<file path="config.mk">
export PLATFORM = sky130hd
export DESIGN_NAME = incr_sequencer
export DESIGN_NICKNAME = d
export VERILOG_FILES = /design/src/rtl/incr_pkg.sv /design/src/rtl/Incrementor.sv /design/src/rtl/incr_sequencer.sv
export SDC_FILE = /design/constraint.sdc
export NUM_CORES = 1
export LEC_CHECK = 0
export CORE_MARGIN = 2
export CORE_UTILIZATION = 35
export CTS_CLUSTER_DIAMETER = 30
export DETAILED_ROUTE_END_ITERATION = 7
export GPL_ROUTABILITY_DRIVEN = 0
export SLEW_MARGIN = 20
export SYNTH_ARGS = -nofsm -noshare
export SYNTH_HDL_FRONTEND = slang
export SYNTH_HIERARCHICAL = 1
export SYNTH_SLANG_ARGS = --single-unit
</file>
<file path="constraint.sdc">
create_clock -name clk -period 4.6 [get_ports clk]
set_clock_uncertainty 0.15 [all_clocks]
set_input_delay 0.92 -clock clk [delete_from_list [all_inputs] [get_ports clk]]
set_output_delay 0.92 -clock clk [all_outputs]
set_load 0.05 [all_outputs]
</file>
<file path="src/rtl/incr_pkg.sv">
// ============================================================================
// Module   : incr_pkg
// Purpose  : Shared state encoding and widths for the incrementing sequencer.
// Revision : 1.0
// ============================================================================
`default_nettype none

package incr_pkg;

  localparam int c_data_w = 4;
  localparam int c_beat_w = 5;

  typedef enum logic [1:0] {
    IDLE = 2'd0,
    EMIT = 2'd1,
    DONE = 2'd2
  } state_t;

endpackage : incr_pkg

`default_nettype wire

</file>
<file path="src/rtl/Incrementor.sv">
// ============================================================================
// Module   : Incrementor
// Purpose  : Combinational 4-bit +1 with carry out.
// Revision : 1.0
// ============================================================================
`default_nettype none

module Incrementor (
  input  logic [3:0] A,
  output logic [3:0] sum,
  output logic       carryOut
);

  assign {carryOut, sum} = {1'b0, A} + 5'd1;

endmodule : Incrementor

`default_nettype wire

</file>
<file path="src/rtl/incr_sequencer.sv">
// ============================================================================
// Module   : incr_sequencer
// Purpose  : Walks a 4-bit value start..end on a valid/ready stream, using
//            the Incrementor for the next value and its carry as wrap detect.
// Revision : 1.0
// ============================================================================
`default_nettype none

module incr_sequencer
  import incr_pkg::*;
#(
  parameter int WIDTH = 4
) (
  input  logic             clk,
  input  logic             rst_n,
  input  logic             start,
  input  logic [WIDTH-1:0] start_val,
  input  logic [WIDTH-1:0] end_val,
  input  logic             wrap_en,
  output logic [WIDTH-1:0] out_val,
  output logic             out_valid,
  input  logic             out_ready,
  output logic             busy,
  output logic             done,
  output logic             ovf,
  output logic [4:0]       beat_cnt
);

  state_t           r_state;
  logic [WIDTH-1:0] r_cnt;
  logic [WIDTH-1:0] r_end;
  logic             r_wrap;
  logic             r_busy;
  logic             r_done;
  logic             r_ovf;
  logic [4:0]       r_beat_cnt;

  logic [WIDTH-1:0] w_sum;
  logic             w_carry;

  Incrementor u_inc (
    .A        (r_cnt),
    .sum      (w_sum),
    .carryOut (w_carry)
  );

  always_ff @(posedge clk or negedge rst_n) begin
    if (!rst_n) begin
      r_state    <= IDLE;
      r_cnt      <= '0;
      r_end      <= '0;
      r_wrap     <= 1'b0;
      r_busy     <= 1'b0;
      r_done     <= 1'b0;
      r_ovf      <= 1'b0;
      r_beat_cnt <= '0;
    end else begin
      r_done <= 1'b0;
      case (r_state)
        IDLE: begin
          if (start) begin
            r_cnt      <= start_val;
            r_end      <= end_val;
            r_wrap     <= wrap_en;
            r_ovf      <= 1'b0;
            r_beat_cnt <= '0;
            r_busy     <= 1'b1;
            r_state    <= EMIT;
          end
        end
        EMIT: begin
          if (out_ready) begin
            r_beat_cnt <= r_beat_cnt + 5'd1;
            // End match takes priority so end_val=15 with wrap off is not an overflow.
            if (r_cnt == r_end) begin
              r_done  <= 1'b1;
              r_state <= DONE;
            end else if (w_carry && !r_wrap) begin
              r_ovf   <= 1'b1;
              r_done  <= 1'b1;
              r_state <= DONE;
            end else begin
              r_cnt <= w_sum;
            end
          end
        end
        DONE: begin
          r_busy  <= 1'b0;
          r_state <= IDLE;
        end
        default: begin
          r_busy  <= 1'b0;
          r_state <= IDLE;
        end
      endcase
    end
  end

  assign out_val   = r_cnt;
  assign out_valid = (r_state == EMIT);
  assign busy      = r_busy;
  assign done      = r_done;
  assign ovf       = r_ovf;
  assign beat_cnt  = r_beat_cnt;

endmodule : incr_sequencer

`default_nettype wire

</file>
Word level (Yosys, flattened, before mapping):

Cells that the tools add are included.

* mux-type cells: 24
* shift operators: 0
* eq/ne operators: 8
* divide/modulo/power cells: 0
* multiply operators: 0
* reductions and logical operators: 10
* $lt $le $gt $ge: 0
* add/subtract/negate cells: 2
* bitwise operators: 1

Operators by type and width (count)
* 4-bit two-way mux: 4
* 5-bit two-way mux: 2
* 5-bit one-hot mux with 2 select lines: 1
* 5-bit AND reduction: 2
* 1-bit two-way mux: 9
* 2-bit two-way mux: 4
* 4-bit one-hot mux with 2 select lines: 1
* 2-bit != test, second input constant: 3
* 3-bit AND reduction: 2
* 4-bit by 1-bit adder with 5-bit output, second input constant: 1
* 5-bit by 1-bit adder with 5-bit output, second input constant: 1
* 4-bit == test: 1
* 2-bit by 1-bit != test with 1-bit output, second input constant: 2
* 1-bit one-hot mux with 2 select lines: 2
* 2-bit one-hot mux with 2 select lines: 1
* 2-bit AND reduction: 2
* 3-bit by 1-bit != test with 1-bit output, second input constant: 1
* 2-bit by 1-bit == test with 1-bit output, second input constant: 1
* 2-bit logical NOT: 1
* 2-bit nonzero test: 1
* 1-bit logical AND: 1
* 1-bit logical NOT: 1
* 1-bit NOT: 1

* bits in writable memories: 0
* memories: 0
* bits in read-only memories: 0
* register bits after elaboration: 19
* output and inout bits: 13
* input port bits: 13
* word-level logic and storage cells: 53
* latch bits: 0

Depth between registers and ports, before layout:

* depth after elaboration: 6
* gate-level depth with buffers: 6
* depth with buffers taken out: 6

Modules after synthesis:

The synthesis kept the hierarchy.

By module, submodules not included
* incr_sequencer: area an instance 885.8 sq um, cells each 82, sequential area each 475.5 sq um, times used 1
* Incrementor: area an instance 46.3 sq um, cells each 6, sequential area each 0.0 sq um, times used 1

Worst setup path after synthesis:

No wires, ideal clock.

* kind: reg-to-reg
* start point: register r_cnt[0], in the netlist out_val[0]
* end point: register r_cnt[2], in the netlist out_val[2]
* arrival: 1845 ps
* clock period less this slack: 2119 ps
* data required time: 4327 ps
* buffers on the path: 0
* cell stages (with the launch flop): 6
* slack: 2481 ps
* setup time: 123 ps
* cells stage by stage: dfrtp_1 -> ha_1 -> and3_2 -> nor2b_1 -> or3_4 -> o221a_1

* elaborated cells on any way between the ends: 10
* classes of those cells: 1 x add/sub; 3 x eq/ne; 4 x mux; 2 x reduce/logical

RTL lines
* from (decl): RTL line incr_sequencer.sv:30 `logic [WIDTH-1:0] r_cnt;`
* from (signal assigned): RTL line incr_sequencer.sv:62 `r_cnt <= start_val;`
* from (signal assigned): RTL line incr_sequencer.sv:83 `r_cnt <= w_sum;`
* 4-bit by 1-bit adder with 5-bit output: RTL line Incrementor.sv:14 `assign {carryOut, sum} = {1'b0, A} + 5'd1;`
* via w_carry: RTL line incr_sequencer.sv:39 `logic w_carry;`
* 1-bit logical AND: RTL line incr_sequencer.sv:78 `end else if (w_carry && !r_wrap) begin`
* 2-bit != test (no source line)
* 5-bit AND reduction (no source line)

The timed path passes the listed nets, and every way through them passes these cells. The select of a mux whose other input is x is not followed.
A chain may end at the register's enable or synchronous reset.

Final worst setup path:

* start point: register r_state[1]
* end point: output out_valid

* cells in the longest elaborated chain, start to end: 1

RTL lines
* from (decl): RTL line incr_sequencer.sv:29 `state_t r_state;`
* from (signal assigned): RTL line incr_sequencer.sv:49 `r_state <= IDLE;`
* from (signal assigned): RTL line incr_sequencer.sv:68 `r_state <= EMIT;`
* from (signal assigned): RTL line incr_sequencer.sv:77 `r_state <= DONE;`
* 2-bit by 1-bit == test with 1-bit output: RTL line incr_sequencer.sv:100 `assign out_valid = (r_state == EMIT);`
* to (decl): RTL line incr_sequencer.sv:21 `output logic out_valid,`

Every way passes these cells.

==> out/qor.yml <==
vias: 725
clockBufferDepth: 2
netlist_instances: 88
area_growth_pct: 34.4
hold_viol_final: 0
clk_latency_ps: 280
post_cts_resized: 0
status: "finished clean"
cpPeakStageDelay_ps: 820
worst_pin_slew_ps: 837
drt_wl_total_microns: 1910
cp_max_fo: 5
rsz0062_at_grt: "no"
crit_required_ps: 3530
grt-ovfl-total: 0
synth_edf_count: 0
synthFlopType: "dfrtp_1"
num_io_pins: 26
remaining_drc_errors: 0
cts_buffers: 3
cp_top_family: "buffers and inverters"
finalPower_uw: 926
powerDensity_nw_per_um2: 739
seq_area_frac_synth: 0.510
leakage_nw: 0.563
yosys-top-cells-area: "dfrtp_1 (51%), nand2_1 (7.7%), xor2_1 (7.5%), o221a_1 (4.8%), nor2_1 (3.6%)"
ir_worst_vdd_v: 0.000453
ys_seq_elements: 19
final-instance-count-excl-fill: 147
seq_area_sq_um: 475
use_met2: 0.196
ys_top_cells_by_count: "dfrtp_1 (19), nand2_1 (19), nor2_1 (9), xor2_1 (8)"
drtIter0Drc: 6
cts-root-buf: "clkbuf_4"
final-setup-viol-count: 0
fp.dieW_microns: 55.6
vias_per_cell: 4.93
avgRoutedWirePerCell_microns: 13.0
syn-num-nets: 103
placedCellCount: 143
worstSetupPathType: "register to output port"
path_cells: "nor2b_4 > clkdlybuf4s50_1"
antenna_found_initial: 0
grt.total_usage: 0.135
holdCritPathClass: "register to register"
clk_pin_slew_ps: 100
fill_cells: 245
start_util: 0.373
die_h_microns: 55.6
antennaDiodeCount: 0
crit_arrival_ps: 1710
maxCapViolations: 0
timing.hold.ws_ps: 342
finalNetCount: 133
ctsHoldBuffers: 0
dieArea_sq_um: 3090
grt_pass1_vias: 717
rows: 18
firstDrtPassIters: 3
layout-drive-gt1-share: 0.120
multi_input_area_sq_um: 440
postRouteAntennaNets: 0
cts_tree: "built"
synthArstFlopShare: 1.00
grt_use_met1: 0.198
top_usage_layer: "met1"
cp_slowest_cell: "clkdlybuf4s50_1"
grt_max_degree: 20
grt_pass1_wl_microns: 3340
grt_use_met3: 0.0419
placed_cell_area_sq_um: 1230
max_slew_margin: 0.440
critPathLaunchType: "register"
layout_min_cycle_time_ps: 2780
period_share: 0.604
max_freq_ghz: 0.360
cts_sinks: 19
cp.buffers_inverters: 1
synthesis.area_sq_um: 932
yosysTopAreaCellShare: 0.510
synth_cell_types: 26
yosys.area.top_type: "dfrtp_1"
drv_slew: 0
ys_warn_count: 6
synth.avg_cell_area_sq_um: 10.6
htree_levels: 1
core_sq_um: 2500
fin_tns_setup_ps: 0
design_area_sq_um: 1250
dp_hpwl_microns: 1420
io_buffers: 25
end_kind: "output port"
postCtsSetupBuffers: 0
[final timing paths]
check | to | depth (start not counted) | slack, ps | from
setup / recovery | out_valid | 2 | 1820 | r_state[1]
hold / removal | r_wrap | 2 | 340 | r_wrap
setup reg to reg | out_val[1] | 5 | 2590 | out_val[0]
hold reg to reg | r_wrap | 2 | 340 | r_wrap
max in group asynchronous | ovf | 1 | 2830 | rst_n
min in group asynchronous | beat_cnt[0] | 1 | 960 | rst_n
[power by group]
part	switching, mW	internal, mW	total [mW]
Combinational	0.321	0.216	0.538
Sequential	0.0721	0.235	0.307
Clock	0.0471	0.0336	0.0807
Total	0.441	0.485	0.926
[worst min-delay path: stages (launching register included)]
cell,delay (ps)
dfrtp_1,360
nand2_1,50
nand2_1,60
[state kept, by name (all words and copies together), names as in the netlist]
signal and flops:
busy 1, r_wrap 1, r_end 4, done 1
beat_cnt 5, r_state 2, ovf 1, out_val 4
[routing by layer]
metal,vias up,part of all wire
li1,355,-
met1,351,0.49
met2,19,0.46
met3,0,0.058
met4,0,0
met5,-,0
[cell usage in the layout (no fill, tap or decap), drive strengths merged]
cell type | Yosys | final
o21ai | 3 | 3
and3 | 1 | 1
nand4 | 2 | 2
o31ai | 1 | 1
o21ba | 1 | 1
inv | 2 | 2
nand2b | 4 | 4
nand2 | 20 | 20
xnor2 | 1 | 1
dfrtp | 19 | 19
clkbuf | 1 | 4
nand3 | 1 | 1
buf | 1 | 2
nor3b | 1 | 1
a21o | 1 | 1
or3 | 1 | 1
and3b | 1 | 1
xor2 | 8 | 8
a22o | 1 | 1
nor2b | 2 | 2
nor4 | 1 | 1
clkdlybuf4s50 | 0 | 25
o221a | 4 | 4
nor2 | 9 | 9
ha | 2 | 2
[per-stage QoR]
step	setup slack, ps	util
2_1_floorplan	2480	-
3_3_place_gp	2130	0.490
3_5_place_dp	2100	0.490
4_1_cts	1790	0.501
5_1_grt	1730	0.501
6_report	1820	0.501
[kinds of logic after synthesis]
logic type,count (synthesis),synth area share
AO/OA/AOI/OAI,11,0.107
adder cells (fa/ha/maj),2,0.0268
AND/OR/NAND/NOR,43,0.254
buffers and inverters,4,0.0174
flip-flops,19,0.510
XOR/XNOR,9,0.0846
[area by class of cell]
cell class                 count  area share
tap                           30      0.0300
inverter                       2     0.00599
clock buffer                   4      0.0210
multi-input combinational     65       0.352
timing repair buffer          27       0.212
sequential                    19       0.380
Note: power is estimated with default switching activity, not from simulation.
